**config.mk**
```make
export PLATFORM = sky130hd
export DESIGN_NAME = gan_dense_engine
export DESIGN_NICKNAME = d
export VERILOG_FILES = /design/src/rtl/gan_dense_engine.sv
export SDC_FILE = /design/constraint.sdc
export NUM_CORES = 2
export LEC_CHECK = 0
export CAP_MARGIN = 5
export CORE_MARGIN = 2
export CORE_UTILIZATION = 35
export CTS_BUF_LIST = sky130_fd_sc_hd__clkbuf_4 sky130_fd_sc_hd__clkbuf_8
export DETAILED_ROUTE_END_ITERATION = 12
export SYNTH_ARGS = -nofsm -noshare
export SYNTH_HDL_FRONTEND = slang
export SYNTH_SLANG_ARGS = --single-unit
```
**constraint.sdc**
```tcl
create_clock -name clk -period 10.5 [get_ports clk]
set_input_delay 2.1 -clock clk [delete_from_list [all_inputs] [get_ports clk]]
set_output_delay 2.1 -clock clk [all_outputs]
set_load 0.02 [all_outputs]
```
**src/rtl/gan_dense_engine.sv**
```systemverilog
// Time-multiplexed fully connected layer: one signed MAC walks every neuron, results stream out per neuron.
// Latency: neuron j valid (j+1)*(n_in+1) cycles after start; done one cycle after the last result.
// Backpressure: none; results are strobed, and writes or start while busy are dropped.
module gan_dense_engine #(
    parameter int WIDTH   = 28,
    parameter int MAX_IN  = 4,
    parameter int MAX_OUT = 4,
    parameter int ADDR_W  = 8,
    localparam int NI_W   = $clog2(MAX_IN + 1),
    localparam int NO_W   = $clog2(MAX_OUT + 1),
    localparam int IDX_W  = (MAX_OUT > 1) ? $clog2(MAX_OUT) : 1
) (
    input  logic                    clk,
    input  logic                    rst,
    input  logic                    we,
    input  logic [ADDR_W-1:0]       addr,
    input  logic signed [WIDTH-1:0] data_in,
    input  logic                    start,
    input  logic [NI_W-1:0]         n_in,
    input  logic [NO_W-1:0]         n_out,
    input  logic [4:0]              shift,
    input  logic                    relu_en,
    output logic signed [WIDTH-1:0] data_out,
    output logic                    data_valid,
    output logic [IDX_W-1:0]        out_idx,
    output logic                    sat,
    output logic                    busy,
    output logic                    done
);
    localparam int KW     = (MAX_IN > 1) ? $clog2(MAX_IN) : 1;
    localparam int ACC_W  = 2*WIDTH + $clog2(MAX_IN) + 1;
    localparam int W_BASE = MAX_IN;
    localparam int B_BASE = MAX_IN + MAX_OUT*MAX_IN;
    localparam int TOP    = B_BASE + MAX_OUT;
    localparam logic signed [ACC_W-1:0] SMAX = {{(ACC_W-WIDTH+1){1'b0}}, {(WIDTH-1){1'b1}}};
    localparam logic signed [ACC_W-1:0] SMIN = ~SMAX;

    typedef enum logic [1:0] {IDLE, MAC, OUT, FIN} state_t;

    logic signed [WIDTH-1:0] x_mem [MAX_IN];
    logic signed [WIDTH-1:0] w_mem [MAX_OUT][MAX_IN];
    logic signed [WIDTH-1:0] b_mem [MAX_OUT];

    // One extra address bit so the range compares stay correct when TOP == 2^ADDR_W.
    logic [ADDR_W:0]  addr_x, w_off;
    logic [KW-1:0]    x_idx, w_col;
    logic [IDX_W-1:0] w_row, b_idx;

    assign addr_x = {1'b0, addr};
    assign w_off  = addr_x - (ADDR_W+1)'(W_BASE);
    assign x_idx  = KW'(addr);
    assign w_row  = IDX_W'(w_off / (ADDR_W+1)'(MAX_IN));
    assign w_col  = KW'(w_off % (ADDR_W+1)'(MAX_IN));
    assign b_idx  = IDX_W'(addr_x - (ADDR_W+1)'(B_BASE));

    always_ff @(posedge clk or negedge rst) begin
        if (!rst) begin
            for (int i = 0; i < MAX_IN; i++) x_mem[i] <= '0;
            for (int i = 0; i < MAX_OUT; i++) begin
                b_mem[i] <= '0;
                for (int n = 0; n < MAX_IN; n++) w_mem[i][n] <= '0;
            end
        end else if (we && !busy) begin
            if (addr_x < (ADDR_W+1)'(W_BASE))
                x_mem[x_idx] <= data_in;
            else if (addr_x < (ADDR_W+1)'(B_BASE))
                w_mem[w_row][w_col] <= data_in;
            else if (addr_x < (ADDR_W+1)'(TOP))
                b_mem[b_idx] <= data_in;
        end
    end

    state_t                  state;
    logic [NI_W-1:0]         n_in_l, n_in_c;
    logic [NO_W-1:0]         n_out_l, n_out_c;
    logic [4:0]              shift_l;
    logic                    relu_l;
    logic [KW-1:0]           k;
    logic [IDX_W-1:0]        j, j_nxt;
    logic signed [ACC_W-1:0] acc, shr;
    logic signed [2*WIDTH-1:0] prod;
    logic signed [WIDTH-1:0] res;
    logic                    sat_c, last_k, last_j;

    assign n_in_c  = (n_in  > NI_W'(MAX_IN))  ? NI_W'(MAX_IN)  : n_in;
    assign n_out_c = (n_out > NO_W'(MAX_OUT)) ? NO_W'(MAX_OUT) : n_out;
    assign prod    = x_mem[k] * w_mem[j][k];
    assign j_nxt   = j + IDX_W'(1);
    assign last_k  = (NI_W'(k) == n_in_l - NI_W'(1));
    assign last_j  = (NO_W'(j) == n_out_l - NO_W'(1));

    always_comb begin
        shr = acc >>> shift_l;
        if (relu_l && shr[ACC_W-1])
            shr = '0;
        res   = shr[WIDTH-1:0];
        sat_c = 1'b0;
        if (shr > SMAX) begin
            res   = SMAX[WIDTH-1:0];
            sat_c = 1'b1;
        end else if (shr < SMIN) begin
            res   = SMIN[WIDTH-1:0];
            sat_c = 1'b1;
        end
    end

    always_ff @(posedge clk or negedge rst) begin
        if (!rst) begin
            state      <= IDLE;
            n_in_l     <= '0;
            n_out_l    <= '0;
            shift_l    <= '0;
            relu_l     <= 1'b0;
            k          <= '0;
            j          <= '0;
            acc        <= '0;
            data_out   <= '0;
            data_valid <= 1'b0;
            out_idx    <= '0;
            sat        <= 1'b0;
            busy       <= 1'b0;
            done       <= 1'b0;
        end else begin
            data_valid <= 1'b0;
            sat        <= 1'b0;
            done       <= 1'b0;
            unique case (state)
                IDLE: if (start) begin
                    n_in_l  <= n_in_c;
                    n_out_l <= n_out_c;
                    shift_l <= shift;
                    relu_l  <= relu_en;
                    if (n_out_c == '0) begin
                        state <= FIN;
                    end else begin
                        j     <= '0;
                        k     <= '0;
                        acc   <= ACC_W'(b_mem[0]);
                        busy  <= 1'b1;
                        state <= (n_in_c == '0) ? OUT : MAC;
                    end
                end
                MAC: begin
                    acc <= acc + ACC_W'(prod);
                    if (last_k) state <= OUT;
                    else        k     <= k + KW'(1);
                end
                OUT: begin
                    data_out   <= res;
                    out_idx    <= j;
                    sat        <= sat_c;
                    data_valid <= 1'b1;
                    if (last_j) begin
                        state <= FIN;
                    end else begin
                        j     <= j_nxt;
                        k     <= '0;
                        acc   <= ACC_W'(b_mem[j_nxt]);
                        state <= (n_in_l == '0) ? OUT : MAC;
                    end
                end
                FIN: begin
                    done  <= 1'b1;
                    busy  <= 1'b0;
                    state <= IDLE;
                end
                default: state <= IDLE;
            endcase
        end
    end
endmodule

```
==> reports/qor.yml <==
overflow: 0
grt_max_degree: 185
syn-num-nets: 7636
coreArea_sq_um: 199000
cp-start-kind: "flop"
synth-main-ff-cell: "dfrtp_1"
route.antenna.remaining_nets: 0
ys_ff_latch: 783
worstPathMaxFanout: 23
syn_to_final_growth_pct: 10.1
crit_top_cell: "fa_1"
start_util_pct: 35.1
synth_cell_types: 79
slowest_delay_ps: 850
numCtsBuffers: 135
dieHeight_um: 451
portBuffers: 85
gp_congestion: 0.974
fmax_mhz: 98.6
row_count: 164
drt_iter0_drc: 4085
wl_mm: 213
cts_tree: "yes"
syn_area_per_cell_sq_um: 10.8
die_x_um: 451
post-route-util_pct: 38.7
antenna_found_initial: 15
min_path_type: "reg2reg"
dp_hpwl_mm: 159
cts.clk_slew.worst_paths_ps: 70
first_pass_iters: 8
cp.arrival_ps: 10950
cp-end-kind: "flop"
worst_slew_pin_slew_ps: 1300
busiest_layer: "met2"
vias_per_cell: 5.24
p_per_area_nw_per_um2: 308
grt_use_total_pct: 21.1
peakVddDrop_mv: 0.335
ios: 86
grt_pass1_wl_mm: 325
outcome: "complete, no violations"
p_leak_nw: 37.6
maxCapViolCount: 0
layout-drive-gt1-share_pct: 21.9
finalNonFillerCells: 9237
dpl.cell_count: 8991
grtUsageMet2_pct: 33.2
synth_edf_count: 0
relSlewSlack_pct: 12.5
drc: 0
cts_max_path_buffers: 3
vias: 48413
final_nets: 7646
synthCells: 6462
insertion_delay_ps: 940
hold_buffers: 0
skew_ps: 81.5
die_area_sq_um: 204000
fin_crit_sh_pct: 96.6
wl_per_cell_um: 23.1
slew_violations: 0
yosys_warnings: 0
synthesis.area_sq_um: 70000
path_class: "reg2reg"
cp_data_required_time_ps: 11310
htreeDepth: 4
cp_slowest_cell: "o21ai_2"
finalCriticalPeriod_ps: 10140
numClockSinks: 783
finalHoldViolCount: 0
asyncSetResetFlopFracSynth_pct: 100
groute.layer.met3.usage_pct: 4.09
grtUsageMet1_pct: 29.2
setup_viol: 0
clockRootBuffer: "clkbuf_8"
grt_pass1_vias: 50817
synth-seq-area-share_pct: 28.0
-- metal layers --
metal / vias to the layer above / part of all wire [%]
li1: 20838 / -
met1: 25407 / 43
met2: 1800 / 46
met3: 360 / 7.7
met4: 8 / 3.0
met5: - / 0.023
-- cell usage in the layout, fill, tap and decap left out, drive strengths merged, types with 25 or more instances in the layout --
cell type / n
inv: 1094
fa: 913
dfrtp: 783
mux2: 752
nand2: 589
nor2: 576
ha: 209
clkbuf: 204
o21ai: 201
buf: 188
mux4: 186
a21oi: 154
mux2i: 111
clkdlybuf4s50: 79
o21a: 47
nand2b: 47
xnor2: 41
o211ai: 31
nand3: 30
o221ai: 29
nor3: 26
and2: 25
-- through the flow --
stage	setup WS, ps	power, W	area [sq um]	hold slack [ps]	TNS (ps)
finish	362	0.0237	77100	492	0
global placement	479	0.0204	74200	466	0
detailed placement	430	0.0206	74200	473	0
global route	-33.4	0.0259	77100	508	-33.4
floorplan	521	0.0157	70000	450	0
CTS	408	0.0237	77100	487	0
-- cell families after synthesis --
kind of cell / share of synthesized area [%]
buffers and inverters: 8.21
xor gates and xnor gates: 0.775
and+or+nand+nor: 7.99
AOI/OAI and AO/OA: 5.50
muxes: 19.7
adders and majority gates: 29.8
DFF: 28.0
-- state kept, by name (all words and copies together), names as in the netlist --
name and cells:
state 2, data_out 28, j 2, shift_l 5, n_out_l 3, b_mem 112
w_mem 448, acc 59, data_valid 1, out_idx 2, done 1, x_mem 112
n_in_l 3, busy 1, sat 1, relu_l 1, k 2
-- layout make-up --
class                           count  area, sq um
Fill cell                       19265       122000
Multi-Input combinational cell   4197        44800
Sequential cell                   783        19600
Inverter                         1088         4090
Tap cell                         2656         3320
Clock buffer                      204         2560
Timing Repair Buffer              267         2360
Clock inverter                     36          367
Antenna cell                        6         15.0
-- critical path: cells and delay by family, from the launching register on --
kind            cells  cell delay [ps]
fa+ha+maj           9             4390
compound gates      8             2860
mux                 3             1060
flops               1              750
buf+inv             6              730
simple gates        3              240
-- path summary, 6_finish.rpt --
kind	slack, ps	endpoint	cells past startpoint	startpoint
max	360	acc[58]$_DFFE_PN0P_	29	j[0]$_DFFE_PN0P_
max reg2reg	360	acc[58]$_DFFE_PN0P_	29	j[0]$_DFFE_PN0P_
min reg2reg	490	n_out_l[1]$_DFFE_PN0P_	2	n_out_l[1]$_DFFE_PN0P_
min	490	n_out_l[1]$_DFFE_PN0P_	2	n_out_l[1]$_DFFE_PN0P_
min in group asynchronous	1220	w_mem[261]$_DFFE_PN0P_	1	rst
max in group asynchronous	6810	j[0]$_DFFE_PN0P_	3	rst
-- Yosys cell counts (10+ instances only) --
cell type / instances / share of area (%)
mux2_2: 748 / 12
a21oi_1: 154 / 1.1
dfrtp_1: 783 / 28
nor3_1: 26 / 0.19
o21a_1: 47 / 0.50
buf_2: 19 / 0.14
mux4_2: 178 / 5.7
ha_1: 209 / 3.7
nand2b_1: 47 / 0.42
mux2i_1: 110 / 1.6
xnor2_1: 41 / 0.51
a211oi_1: 20 / 0.21
o211ai_1: 31 / 0.33
fa_1: 913 / 26
nor2_1: 576 / 3.1
o21ai_0: 160 / 1.1
o221ai_2: 20 / 0.43
a21o_1: 21 / 0.23
o21bai_1: 16 / 0.17
buf_6: 11 / 0.18
clkbuf_1: 322 / 1.7
o21ai_1: 41 / 0.29
nor2b_1: 14 / 0.13
inv_1: 1085 / 5.8
a31oi_1: 10 / 0.089
nand2_1: 588 / 3.2
nand4_1: 15 / 0.13
nand3_1: 30 / 0.21
xor2_1: 21 / 0.26
o31ai_1: 14 / 0.15
and2_1: 24 / 0.21
buf_1: 30 / 0.16
-- power by group --
group          internal [W]  switching (W)
Sequential          0.00337       0.000482
Clock               0.00165        0.00138
Combinational       0.00639         0.0105
-- timing repair --
item	in CTS	in global routing
setup buffers	0	0
hold endpoints to repair	0	0
endpoints found under the setup margin	0	4
resized for setup	0	1
Power figures use the tool's default switching activity.
